### config.mk
export PLATFORM = sky130hd
export DESIGN_NAME = muldiv_unit
export DESIGN_NICKNAME = d
export VERILOG_FILES = /design/src/rtl/muldiv_pkg.sv /design/src/rtl/muldiv_sign_ctl.sv /design/src/rtl/muldiv_unit.sv
export SDC_FILE = /design/constraint.sdc
export NUM_CORES = 1
export LEC_CHECK = 0
export CAP_MARGIN = 20
export CELL_PAD_IN_SITES_DETAIL_PLACEMENT = 2
export CELL_PAD_IN_SITES_GLOBAL_PLACEMENT = 2
export CORE_MARGIN = 2
export CORE_UTILIZATION = 35
export DETAILED_ROUTE_END_ITERATION = 6
export PLACE_DENSITY = 0.82
export SKIP_LAST_GASP = 1
export SYNTH_ARGS = -nofsm -noshare
export SYNTH_HDL_FRONTEND = slang
export SYNTH_HIERARCHICAL = 1
export SYNTH_SLANG_ARGS = --single-unit
### constraint.sdc
create_clock -name clk -period 11.07 [get_ports clk]
set_clock_uncertainty 0.1 [all_clocks]
set_input_delay 2.214 -clock clk [delete_from_list [all_inputs] [get_ports clk]]
set_output_delay 2.214 -clock clk [all_outputs]
set_load 0.02 [all_outputs]
### src/rtl/muldiv_pkg.sv
// Shared types for the iterative RV32M multiply/divide unit.
package muldiv_pkg;

  typedef enum logic [2:0] {
    OP_MUL    = 3'b000,
    OP_MULH   = 3'b001,
    OP_MULHSU = 3'b010,
    OP_MULHU  = 3'b011,
    OP_DIV    = 3'b100,
    OP_DIVU   = 3'b101,
    OP_REM    = 3'b110,
    OP_REMU   = 3'b111
  } muldiv_op_e;

  typedef enum logic [1:0] {
    IDLE = 2'd0,
    CALC = 2'd1,
    DONE = 2'd2
  } muldiv_state_e;

endpackage

### src/rtl/muldiv_sign_ctl.sv
// Operand sign handling: magnitudes and result-sign flags at accept time, plus the
// conditional two's-complement applied to the finished magnitude result.
module muldiv_sign_ctl
  import muldiv_pkg::*;
#(
  parameter int XLEN = 32
) (
  input  muldiv_op_e          op,
  input  logic [XLEN-1:0]     a,
  input  logic [XLEN-1:0]     b,
  input  logic [2*XLEN-1:0]   fix_in,
  input  logic                fix_neg,
  output logic [XLEN-1:0]     abs_a,
  output logic [XLEN-1:0]     abs_b,
  output logic                neg_q,
  output logic                neg_r,
  output logic                is_div,
  output logic                hi_sel,
  output logic [2*XLEN-1:0]   fix_out
);

  logic a_sgn, b_sgn, a_neg, b_neg;

  always_comb begin
    is_div = op[2];
    hi_sel = !op[2] && (op[1:0] != 2'b00);
    a_sgn  = (op == OP_MUL) || (op == OP_MULH) || (op == OP_MULHSU) ||
             (op == OP_DIV) || (op == OP_REM);
    b_sgn  = (op == OP_MUL) || (op == OP_MULH) || (op == OP_DIV) || (op == OP_REM);
    a_neg  = a_sgn && a[XLEN-1];
    b_neg  = b_sgn && b[XLEN-1];
    abs_a  = a_neg ? -a : a;
    abs_b  = b_neg ? -b : b;
    // A zero divisor must yield an all-ones quotient regardless of the dividend sign.
    neg_q  = (a_neg ^ b_neg) && (!is_div || (b != '0));
    neg_r  = is_div && a_neg;
    fix_out = fix_neg ? -fix_in : fix_in;
  end

endmodule

### src/rtl/muldiv_unit.sv
// Iterative multiply/divide unit: radix-2 shift-add multiply and restoring divide
// sharing one adder/subtractor, with valid/ready handshake on both sides.
//
// state | meaning
// IDLE  | ready to accept a new op
// CALC  | one iteration per cycle, counter XLEN-1 down to 0
// DONE  | result held with out_valid until out_ready
module muldiv_unit
  import muldiv_pkg::*;
#(
  parameter int XLEN     = 32,
  parameter bit DIV_FAST = 1'b1
) (
  input  logic            clk,
  input  logic            rst_n,
  input  logic            in_valid,
  output logic            in_ready,
  input  logic [2:0]      op,
  input  logic [XLEN-1:0] a,
  input  logic [XLEN-1:0] b,
  input  logic            flush,
  output logic            out_valid,
  input  logic            out_ready,
  output logic [XLEN-1:0] result,
  output logic            zero,
  output logic            busy
);

  localparam int CNT_W = $clog2(XLEN) + 1;
  localparam logic [CNT_W-1:0] CNT_LAST = CNT_W'(XLEN - 1);

  muldiv_state_e     state_q, state_d;
  logic [CNT_W-1:0]  cnt_q;
  logic [XLEN-1:0]   hi_q, lo_q, opnd_q, result_q;
  logic              is_div_q, is_rem_q, hi_sel_q, res_neg_q, zero_q;

  logic [XLEN-1:0]   sc_abs_a, sc_abs_b;
  logic              sc_neg_q, sc_neg_r, sc_is_div, sc_hi_sel;
  logic [2*XLEN-1:0] fix_in, fix_out;

  logic [XLEN:0]     add_a, add_b;
  logic [XLEN+1:0]   sum_full;
  logic [XLEN:0]     sum;
  logic              sub, carry;
  logic [XLEN-1:0]   hi_nx, lo_nx, fin_val, fast_val;
  logic              accept, div0, ovf, fast;

  muldiv_sign_ctl #(.XLEN(XLEN)) u_sign (
    .op      (muldiv_op_e'(op)),
    .a       (a),
    .b       (b),
    .fix_in  (fix_in),
    .fix_neg (res_neg_q),
    .abs_a   (sc_abs_a),
    .abs_b   (sc_abs_b),
    .neg_q   (sc_neg_q),
    .neg_r   (sc_neg_r),
    .is_div  (sc_is_div),
    .hi_sel  (sc_hi_sel),
    .fix_out (fix_out)
  );

  always_comb begin
    div0     = (b == '0);
    ovf      = ((op == OP_DIV) || (op == OP_REM)) &&
               (a == {1'b1, {(XLEN-1){1'b0}}}) && (b == '1);
    fast     = DIV_FAST && op[2] && (div0 || ovf);
    fast_val = div0 ? (op[1] ? a : '1) : (op[1] ? '0 : a);
  end

  // Shared adder: multiply adds the multiplicand into the high half, divide
  // subtracts the divisor from the shifted partial remainder.
  always_comb begin
    sub   = is_div_q;
    add_a = is_div_q ? {hi_q, lo_q[XLEN-1]} : {1'b0, hi_q};
    add_b = (is_div_q || lo_q[0]) ? {1'b0, opnd_q} : '0;
    sum_full = {1'b0, add_a} + {1'b0, add_b ^ {(XLEN+1){sub}}} +
               {{(XLEN+1){1'b0}}, sub};
    carry = sum_full[XLEN+1];
    sum   = sum_full[XLEN:0];
    if (is_div_q) begin
      if (carry) begin
        hi_nx = sum[XLEN-1:0];
        lo_nx = {lo_q[XLEN-2:0], 1'b1};
      end else begin
        hi_nx = add_a[XLEN-1:0];
        lo_nx = {lo_q[XLEN-2:0], 1'b0};
      end
    end else begin
      hi_nx = sum[XLEN:1];
      lo_nx = {sum[0], lo_q[XLEN-1:1]};
    end
    fix_in  = is_div_q ? {{XLEN{1'b0}}, (is_rem_q ? hi_nx : lo_nx)} : {hi_nx, lo_nx};
    fin_val = hi_sel_q ? fix_out[2*XLEN-1:XLEN] : fix_out[XLEN-1:0];
  end

  always_comb begin
    state_d = state_q;
    accept  = 1'b0;
    case (state_q)
      IDLE: if (!flush && in_valid) begin
        accept  = 1'b1;
        state_d = fast ? DONE : CALC;
      end
      CALC: if (flush) state_d = IDLE;
            else if (cnt_q == '0) state_d = DONE;
      DONE: if (flush || out_ready) state_d = IDLE;
      default: state_d = IDLE;
    endcase
  end

  always_ff @(posedge clk or negedge rst_n) begin
    if (!rst_n) begin
      state_q   <= IDLE;
      cnt_q     <= '0;
      hi_q      <= '0;
      lo_q      <= '0;
      opnd_q    <= '0;
      is_div_q  <= 1'b0;
      is_rem_q  <= 1'b0;
      hi_sel_q  <= 1'b0;
      res_neg_q <= 1'b0;
      result_q  <= '0;
      zero_q    <= 1'b0;
    end else begin
      state_q <= state_d;
      if (flush && (state_q != IDLE)) begin
        cnt_q    <= '0;
        result_q <= '0;
        zero_q   <= 1'b0;
      end else if (accept) begin
        cnt_q     <= CNT_LAST;
        hi_q      <= '0;
        opnd_q    <= sc_is_div ? sc_abs_b : sc_abs_a;
        lo_q      <= sc_is_div ? sc_abs_a : sc_abs_b;
        is_div_q  <= sc_is_div;
        is_rem_q  <= sc_is_div && op[1];
        hi_sel_q  <= sc_hi_sel;
        res_neg_q <= (sc_is_div && op[1]) ? sc_neg_r : sc_neg_q;
        if (fast) begin
          result_q <= fast_val;
          zero_q   <= (fast_val == '0);
        end
      end else if (state_q == CALC) begin
        hi_q <= hi_nx;
        lo_q <= lo_nx;
        if (cnt_q == '0) begin
          result_q <= fin_val;
          zero_q   <= (fin_val == '0);
        end else begin
          cnt_q <= cnt_q - CNT_W'(1);
        end
      end
    end
  end

  assign in_ready  = (state_q == IDLE);
  assign busy      = (state_q != IDLE);
  assign out_valid = (state_q == DONE);
  assign result    = result_q;
  assign zero      = zero_q && out_valid;

endmodule
==> out/metrics.yaml, run 1 <==
grt_pass1_wl_um: 101000
worstPathRequired_ns: 11.35
synth_edf_count: 0
slew_viol_final: 0
met3WireLength_um: 3600
via_per_inst: 6.34
nets: 1961
postCtsSetupBuffers: 0
register_area_sq_um: 3530
wl_per_cell_um: 28.1
max_stage_delay_ns: 0.92
crit_chain: "clkinv_1, o21ai_0, ha_1, nand2_1, nor2_1, a21oi_1, o21ai_0, nor3_2, buf_4, a22oi_1, mux2i_1, or3_1, nor4_1, nand4_1, o41ai_1, xnor2_1, mux2i_1, nand4_1, nor4_1, a31oi_1, o21ai_0"
stdcell_area_sq_um: 16500
r2r_cells: 21
cts_tree: "yes"
clock-sinks: 141
status: "completed"
dpl.hpwl_um: 51800
finalWirelength_um: 67400
die_area_sq_um: 43100
synth_cell_types: 82
yosys_warnings: 6
die-width_um: 208
crit_top_cell: "o21ai_0"
grt_pass1_vias: 15900
cp_num_buf_inv: 2
synth_fp_nets: 1945
synth.ff_latch_count: 141
final-setup-viol-count: 0
rsz0062_at_grt: "false"
wl_met2_um: 32700
hold_path_class: "flop to flop"
fillers: 4658
vias: 15200
critPathSlowestCell: "o21ai_0"
antenna_left: 0
hold_viol: 0
area_growth_syn_to_layout_pct: 13.8
multi_input_area_sq_um: 10300
cts_buffers: 17
grt.overflow.total: 0
hold_buffers: 0
synth.top_cell.area_share_pct: 24.3
cellPowerDensity_nw_per_um2: 319
numPortBuffers: 107
start_util_pct: 35.5
drt_iter0_drc: 1377
gp_congestion: 0.923
m1WireLength_um: 29200
maxCapViolCount: 0
crit_fanout: 33
crit_arrival_ns: 8.68
synthCells: 1836
firstDrtPassIters: 5
drc_errors: 0
pre_cts_ws_ns: 2.93
worst_pin_slew_ns: 1.11
timing.fmax_mhz: 119
grt_max_degree: 88
htreeDepth: 4
min_path_cells: 2
period_needed_ns: 8.41
path_clk_slew_ns: 0.07
layout_common_cells: "222 x nand2_1, 175 x o21ai_0, 151 x mux2i_1, 140 x dfrtp_1, 111 x xnor2_1"
syn_area_sq_um: 14500
placed_cell_area_sq_um: 15900
synth_top_area_cell: "dfrtp_1"
cp-start-kind: "flop"
peakVddDrop_mv: 0.128
synth.avg_cell_area_sq_um: 7.91
root_buffer: "clkbuf_16"
ys_top_cells_by_area: "dfrtp_1 24%, mux2i_1 10%, xnor2_1 6.7%, o21ai_0 6.0%, nand2_1 5.7%"
die-height_um: 208
seq_area_frac_synth_pct: 24.3
setup.worst_path.end_class: "flop"
synthArstFlopShare_pct: 100
core-area_sq_um: 40900
track_usage_pct: 30.5
top_layer_used: "met4"
path_class: "flop to flop"
finalWorstSetupSlack_ns: 2.66
slew-limit-headroom_pct: 25.1
final_common_cell: "nand2_1"
cp_num_cells: 21
num_rows: 74
clk_path_buf_depth: 2
antenna_found_initial: 0
p_leak_nw: 6.50
clkLatencyLatePin_ns: 0.47
crit_family: "simple AND/OR/NAND/NOR gates"
setup_tns_ns: 0
num_io_pins: 108
drive_gt1_share_pct: 6.38
synth_ff_type: "dfrtp_1"
post_cts_resized: 0
finalCritPeriodShare_pct: 76.0
-- per-stage QoR --
step	utilization, %	hold slack (ns)	cells	total power, mW
4_1_cts	40.3	0.388	2395	5.20
5_1_grt	40.4	0.417	2397	5.57
2_1_floorplan	-	0.342	1836	3.26
6_report	40.4	0.385	2398	5.27
3_3_place_gp	38.8	0.370	2363	4.40
3_5_place_dp	38.8	0.373	2363	4.55
-- final timing paths --
path | slack (ns) | endpoint | from
hold reg to reg | 0.38 | result[24]$_DFFE_PN0P_ | result[24]$_DFFE_PN0P_
setup / recovery | 2.66 | zero_q$_DFFE_PN0P_ | is_div_q$_DFFE_PN0P_
hold / removal | 0.38 | result[24]$_DFFE_PN0P_ | result[24]$_DFFE_PN0P_
max in group asynchronous | 7.68 | is_div_q$_DFFE_PN0P_ | rst_n
setup reg to reg | 2.66 | zero_q$_DFFE_PN0P_ | is_div_q$_DFFE_PN0P_
min in group asynchronous | 1.75 | hi_q[29]$_DFFE_PN0P_ | rst_n
-- sequential cells by signal (all words and copies together) (netlist names), 2 cells and up --
name / flops
result: 32
state_q: 2
hi_q: 32
lo_q: 32
cnt_q: 6
opnd_q: 32
-- cell usage after synthesis, types with 6 or more instances --
| master | count |
|---|---|
| o41ai_1 | 21 |
| maj3_1 | 32 |
| nor3_1 | 32 |
| a21oi_1 | 101 |
| buf_1 | 14 |
| and3_1 | 10 |
| a21o_1 | 12 |
| o211ai_1 | 6 |
| nor2b_1 | 12 |
| nand4_1 | 34 |
| a31oi_1 | 27 |
| a211oi_1 | 12 |
| xor2_1 | 40 |
| nand3_1 | 28 |
| nor2_1 | 92 |
| dfrtp_1 | 141 |
| and2_1 | 33 |
| or3_1 | 24 |
| xnor2_1 | 111 |
| o22a_1 | 31 |
| nand2b_1 | 14 |
| ha_1 | 36 |
| inv_1 | 61 |
| nand2_1 | 222 |
| nor4_1 | 34 |
| clkbuf_1 | 105 |
| o221ai_1 | 18 |
| mux2_2 | 32 |
| a22oi_1 | 13 |
| or2_2 | 15 |
| a221oi_1 | 16 |
| mux2i_1 | 151 |
| o21a_1 | 7 |
| o21ai_0 | 175 |
| o31ai_1 | 28 |
| or4_1 | 13 |
-- metal layers --
| layer | GRT usage, % | vias up |
|---|---|---|
| li1 | - | 6795 |
| met1 | 40.2 | 7789 |
| met2 | 51.7 | 520 |
| met3 | 4.01 | 88 |
| met4 | 9.78 | 0 |
| met5 | 0 | - |
-- power breakdown --
group          switching [mW]  internal (mW)  total (mW)
logic                    2.40           1.30        3.70
registers               0.238          0.722       0.960
clock network           0.281          0.326       0.607
total                    2.92           2.35        5.27
-- worst register-to-register path, stage by stage (launching register included) --
cell and delay [ns]:
dfrtp_4 0.68, clkinv_1 0.66, o21ai_0 0.92, ha_1 0.38, nand2_1 0.10, nor2_1 0.49, a21oi_1 0.18, o21ai_0 0.41
nor3_2 0.06, buf_4 0.28, a22oi_1 0.27, mux2i_1 0.19, or3_1 0.50, nor4_1 0.71, nand4_1 0.66, o41ai_1 0.63
xnor2_1 0.14, mux2i_1 0.24, nand4_1 0.14, nor4_1 0.31, a31oi_1 0.12, o21ai_0 0.15
-- final cells by class --
type / instances / area share [%]
inverter: 62 / 1.41
clock buffer: 19 / 2.68
tap: 532 / 4.03
clock inverter: 13 / 0.870
timing repair buffer: 127 / 7.55
antenna: 1 / 0.0151
sequential: 141 / 21.4
multi-input combinational: 1503 / 62.1
-- kinds of logic after synthesis --
kind of cell	Yosys count	synth area share, %
multiplexers	183	12.9
AND/OR/NAND/NOR	579	19.5
buffers and inverters	192	5.30
XOR/XNOR	151	9.11
flip-flops	141	24.3
adder cells (fa/ha/maj)	69	5.45
AO/OA/AOI/OAI	521	23.4
No activity file was read; power rests on OpenSTA's default activity.
==> inputs of run 2 (changes only) <==
--- a/config.mk
+++ b/config.mk
@@ -9,9 +9,9 @@
 export CELL_PAD_IN_SITES_DETAIL_PLACEMENT = 2
 export CELL_PAD_IN_SITES_GLOBAL_PLACEMENT = 2
 export CORE_MARGIN = 2
-export CORE_UTILIZATION = 35
+export CORE_UTILIZATION = 33
 export DETAILED_ROUTE_END_ITERATION = 6
-export PLACE_DENSITY = 0.82
+export PLACE_DENSITY = 0.81
 export SKIP_LAST_GASP = 1
 export SYNTH_ARGS = -nofsm -noshare
 export SYNTH_HDL_FRONTEND = slang
==> constraint.sdc (replaced) <==
create_clock -name clk -period 7.67 [get_ports clk]
set_clock_uncertainty 0.1 [all_clocks]
set_input_delay 1.534 -clock clk [delete_from_list [all_inputs] [get_ports clk]]
set_output_delay 1.534 -clock clk [all_outputs]
set_load 0.02 [all_outputs]
==> run 2 against run 1 <==
  * Sequential cell count unchanged
  * Clock-buffer cell count decreased by 2
  * First-iteration DRC count increased by 5.7%
  * Non-clock buffer count increased by 31
  * Fmax increased by 14%
==> out/metrics.yaml, run 2 (same netlist as run 1, synthesis figures left out) <==
crit_top_cell: "o21ai_0"
clkLatencyLatePin_ns: 0.46
finalWirelength_um: 69100
setup_tns_ns: 0
crit_family: "simple AND/OR/NAND/NOR gates"
antenna_left: 0
layout_common_cells: "222 x nand2_1, 171 x o21ai_0, 151 x mux2i_1, 140 x dfrtp_1, 111 x xnor2_1"
reg2reg_from: "is_div_q$_DFFE_PN0P_"
vias: 15500
grt_pass1_wl_um: 102000
gp_congestion: 0.961
peakVddDrop_mv: 0.144
period_needed_ns: 7.35
drive_gt1_share_pct: 8.12
cts_buffers: 17
cp-start-kind: "flop"
hold_viol: 0
core-area_sq_um: 43300
setup.worst_path.end_class: "flop"
rr_endpoint: "zero_q$_DFFE_PN0P_"
grt.overflow.total: 0
startpoint: "is_div_q$_DFFE_PN0P_"
cts_tree: "yes"
wl_per_cell_um: 27.8
area_growth_syn_to_layout_pct: 16.4
drc_errors: 0
p_leak_nw: 6.69
clock-sinks: 141
rsz0062_at_grt: "false"
die_area_sq_um: 45700
firstDrtPassIters: 5
grt_max_degree: 112
antenna_cells: 0
r2r_slack_ns: 0.32
slew_viol_final: 0
antenna_found_initial: 0
dpl.hpwl_um: 53100
timing.fmax_mhz: 136
numPortBuffers: 107
max_stage_delay_ns: 0.69
hold_path_class: "flop to flop"
stdcell_area_sq_um: 16900
final_common_cell: "nand2_1"
crit_fanout: 24
num_io_pins: 108
holdWs_ns: 0.390
worstPathRequired_ns: 7.93
clk_path_buf_depth: 2
r2r_cells: 21
critPathSlowestCell: "or4_1"
root_buffer: "clkbuf_16"
crit_arrival_ns: 7.61
status: "completed"
crit_chain: "clkinv_1, buf_4, o21ai_0, ha_1, a21oi_1, o21ai_1, or3_1, o21ai_0, xnor2_1, a22oi_1, mux2i_1, or4_1, or4_4, or4_1, o41ai_2, xnor2_1, mux2i_1, nand4_1, nor2_1, a31oi_1, o21ai_0"
maxCapViolCount: 0
via_per_inst: 6.24
track_usage_pct: 29.9
cp_num_cells: 21
die-height_um: 214
cellPowerDensity_nw_per_um2: 465
drt_iter0_drc: 1455
nets: 1992
htreeDepth: 4
power.total_mw: 7.86
grt_pass1_vias: 16000
cp-endpoint: "zero_q$_DFFE_PN0P_"
num_rows: 76
slew-limit-headroom_pct: 24.8
die-width_um: 214
worst_pin_slew_ns: 1.13
path_class: "flop to flop"
path_clk_slew_ns: 0.07
cp_num_buf_inv: 2
placed_cell_area_sq_um: 16200
finalCritPeriodShare_pct: 95.8
final-setup-viol-count: 0
start_util_pct: 33.6
run 2: cell count changes in the layout (fill, tap and decap cells not counted), moves of 2 or more:
cell	change
buf_4	+28
buf_6	+2
bufinv_16	+2
nand3_1	-2
nand3_2	+2
o21ai_0	-4
o21ai_1	+4
run 2: worst min path at each step:
stage,from,endpoint,slack [ns],cells past startpoint
2_1_floorplan,zero_q$_DFFE_PN0P_,zero_q$_DFFE_PN0P_,0.34,2
3_3_place_gp,hi_sel_q$_DFFE_PN0P_,hi_sel_q$_DFFE_PN0P_,0.37,2
3_5_place_dp,result[12]$_DFFE_PN0P_,result[12]$_DFFE_PN0P_,0.38,2
4_1_cts,result[20]$_DFFE_PN0P_,result[20]$_DFFE_PN0P_,0.39,2
5_1_grt,result[24]$_DFFE_PN0P_,result[24]$_DFFE_PN0P_,0.43,2
6_report,result[20]$_DFFE_PN0P_,result[20]$_DFFE_PN0P_,0.39,2
run 2: area by class of cell:
type	count	area (sq um)
clock inverters	15	199
multi-input cells	1503	10300
clock buffers	17	425
repair buffers	158	1510
fillers	4868	26400
inverters	62	233
well taps	585	732
flip-flops and latches	141	3530
run 2: timing repair:
action                                  in CTS  in global routing
endpoints found under the setup margin       0                  4
hold buffers                                 0                  0
resized for setup                            0                 11
setup buffers                                0                  4
run 2: per-stage QoR:
| stage | instances | worst slack (ns) | util, % |
|---|---|---|---|
| floorplan | 1836 | 0.989 | - |
| global placement | 2442 | 0.496 | 37.3 |
| detailed placement | 2442 | 0.166 | 37.3 |
| CTS | 2474 | 0.0686 | 38.8 |
| global route | 2481 | 0.00696 | 39.1 |
| finish | 2481 | 0.321 | 39.1 |
run 2: power by group:
group          total, mW  switching (mW)  leakage [nW]  internal (mW)
clock network      0.935           0.409         0.309          0.525
logic               5.51            3.54          4.63           1.98
registers           1.41           0.369          1.75           1.04
run 2: metal layers:
metal	vias up	wire length, um	global-route usage [%]
met3	115	4030	4.22
met2	534	33000	50.4
met4	0	2160	9.51
met5	-	0	0
met1	7987	29900	39.6
li1	6837	-	-
run 2: worst reg2reg max path, delay by kind of cell, from the launching register on:
| family | cells | cell delay [ns] |
|---|---|---|
| DFF | 1 | 0.57 |
| and+or+nand+nor | 6 | 2.56 |
| xor gates and xnor gates | 2 | 0.34 |
| adders and majority gates | 1 | 0.45 |
| AOI/OAI and AO/OA | 8 | 2.39 |
| buffers and inverters | 2 | 0.35 |
| muxes | 2 | 0.49 |
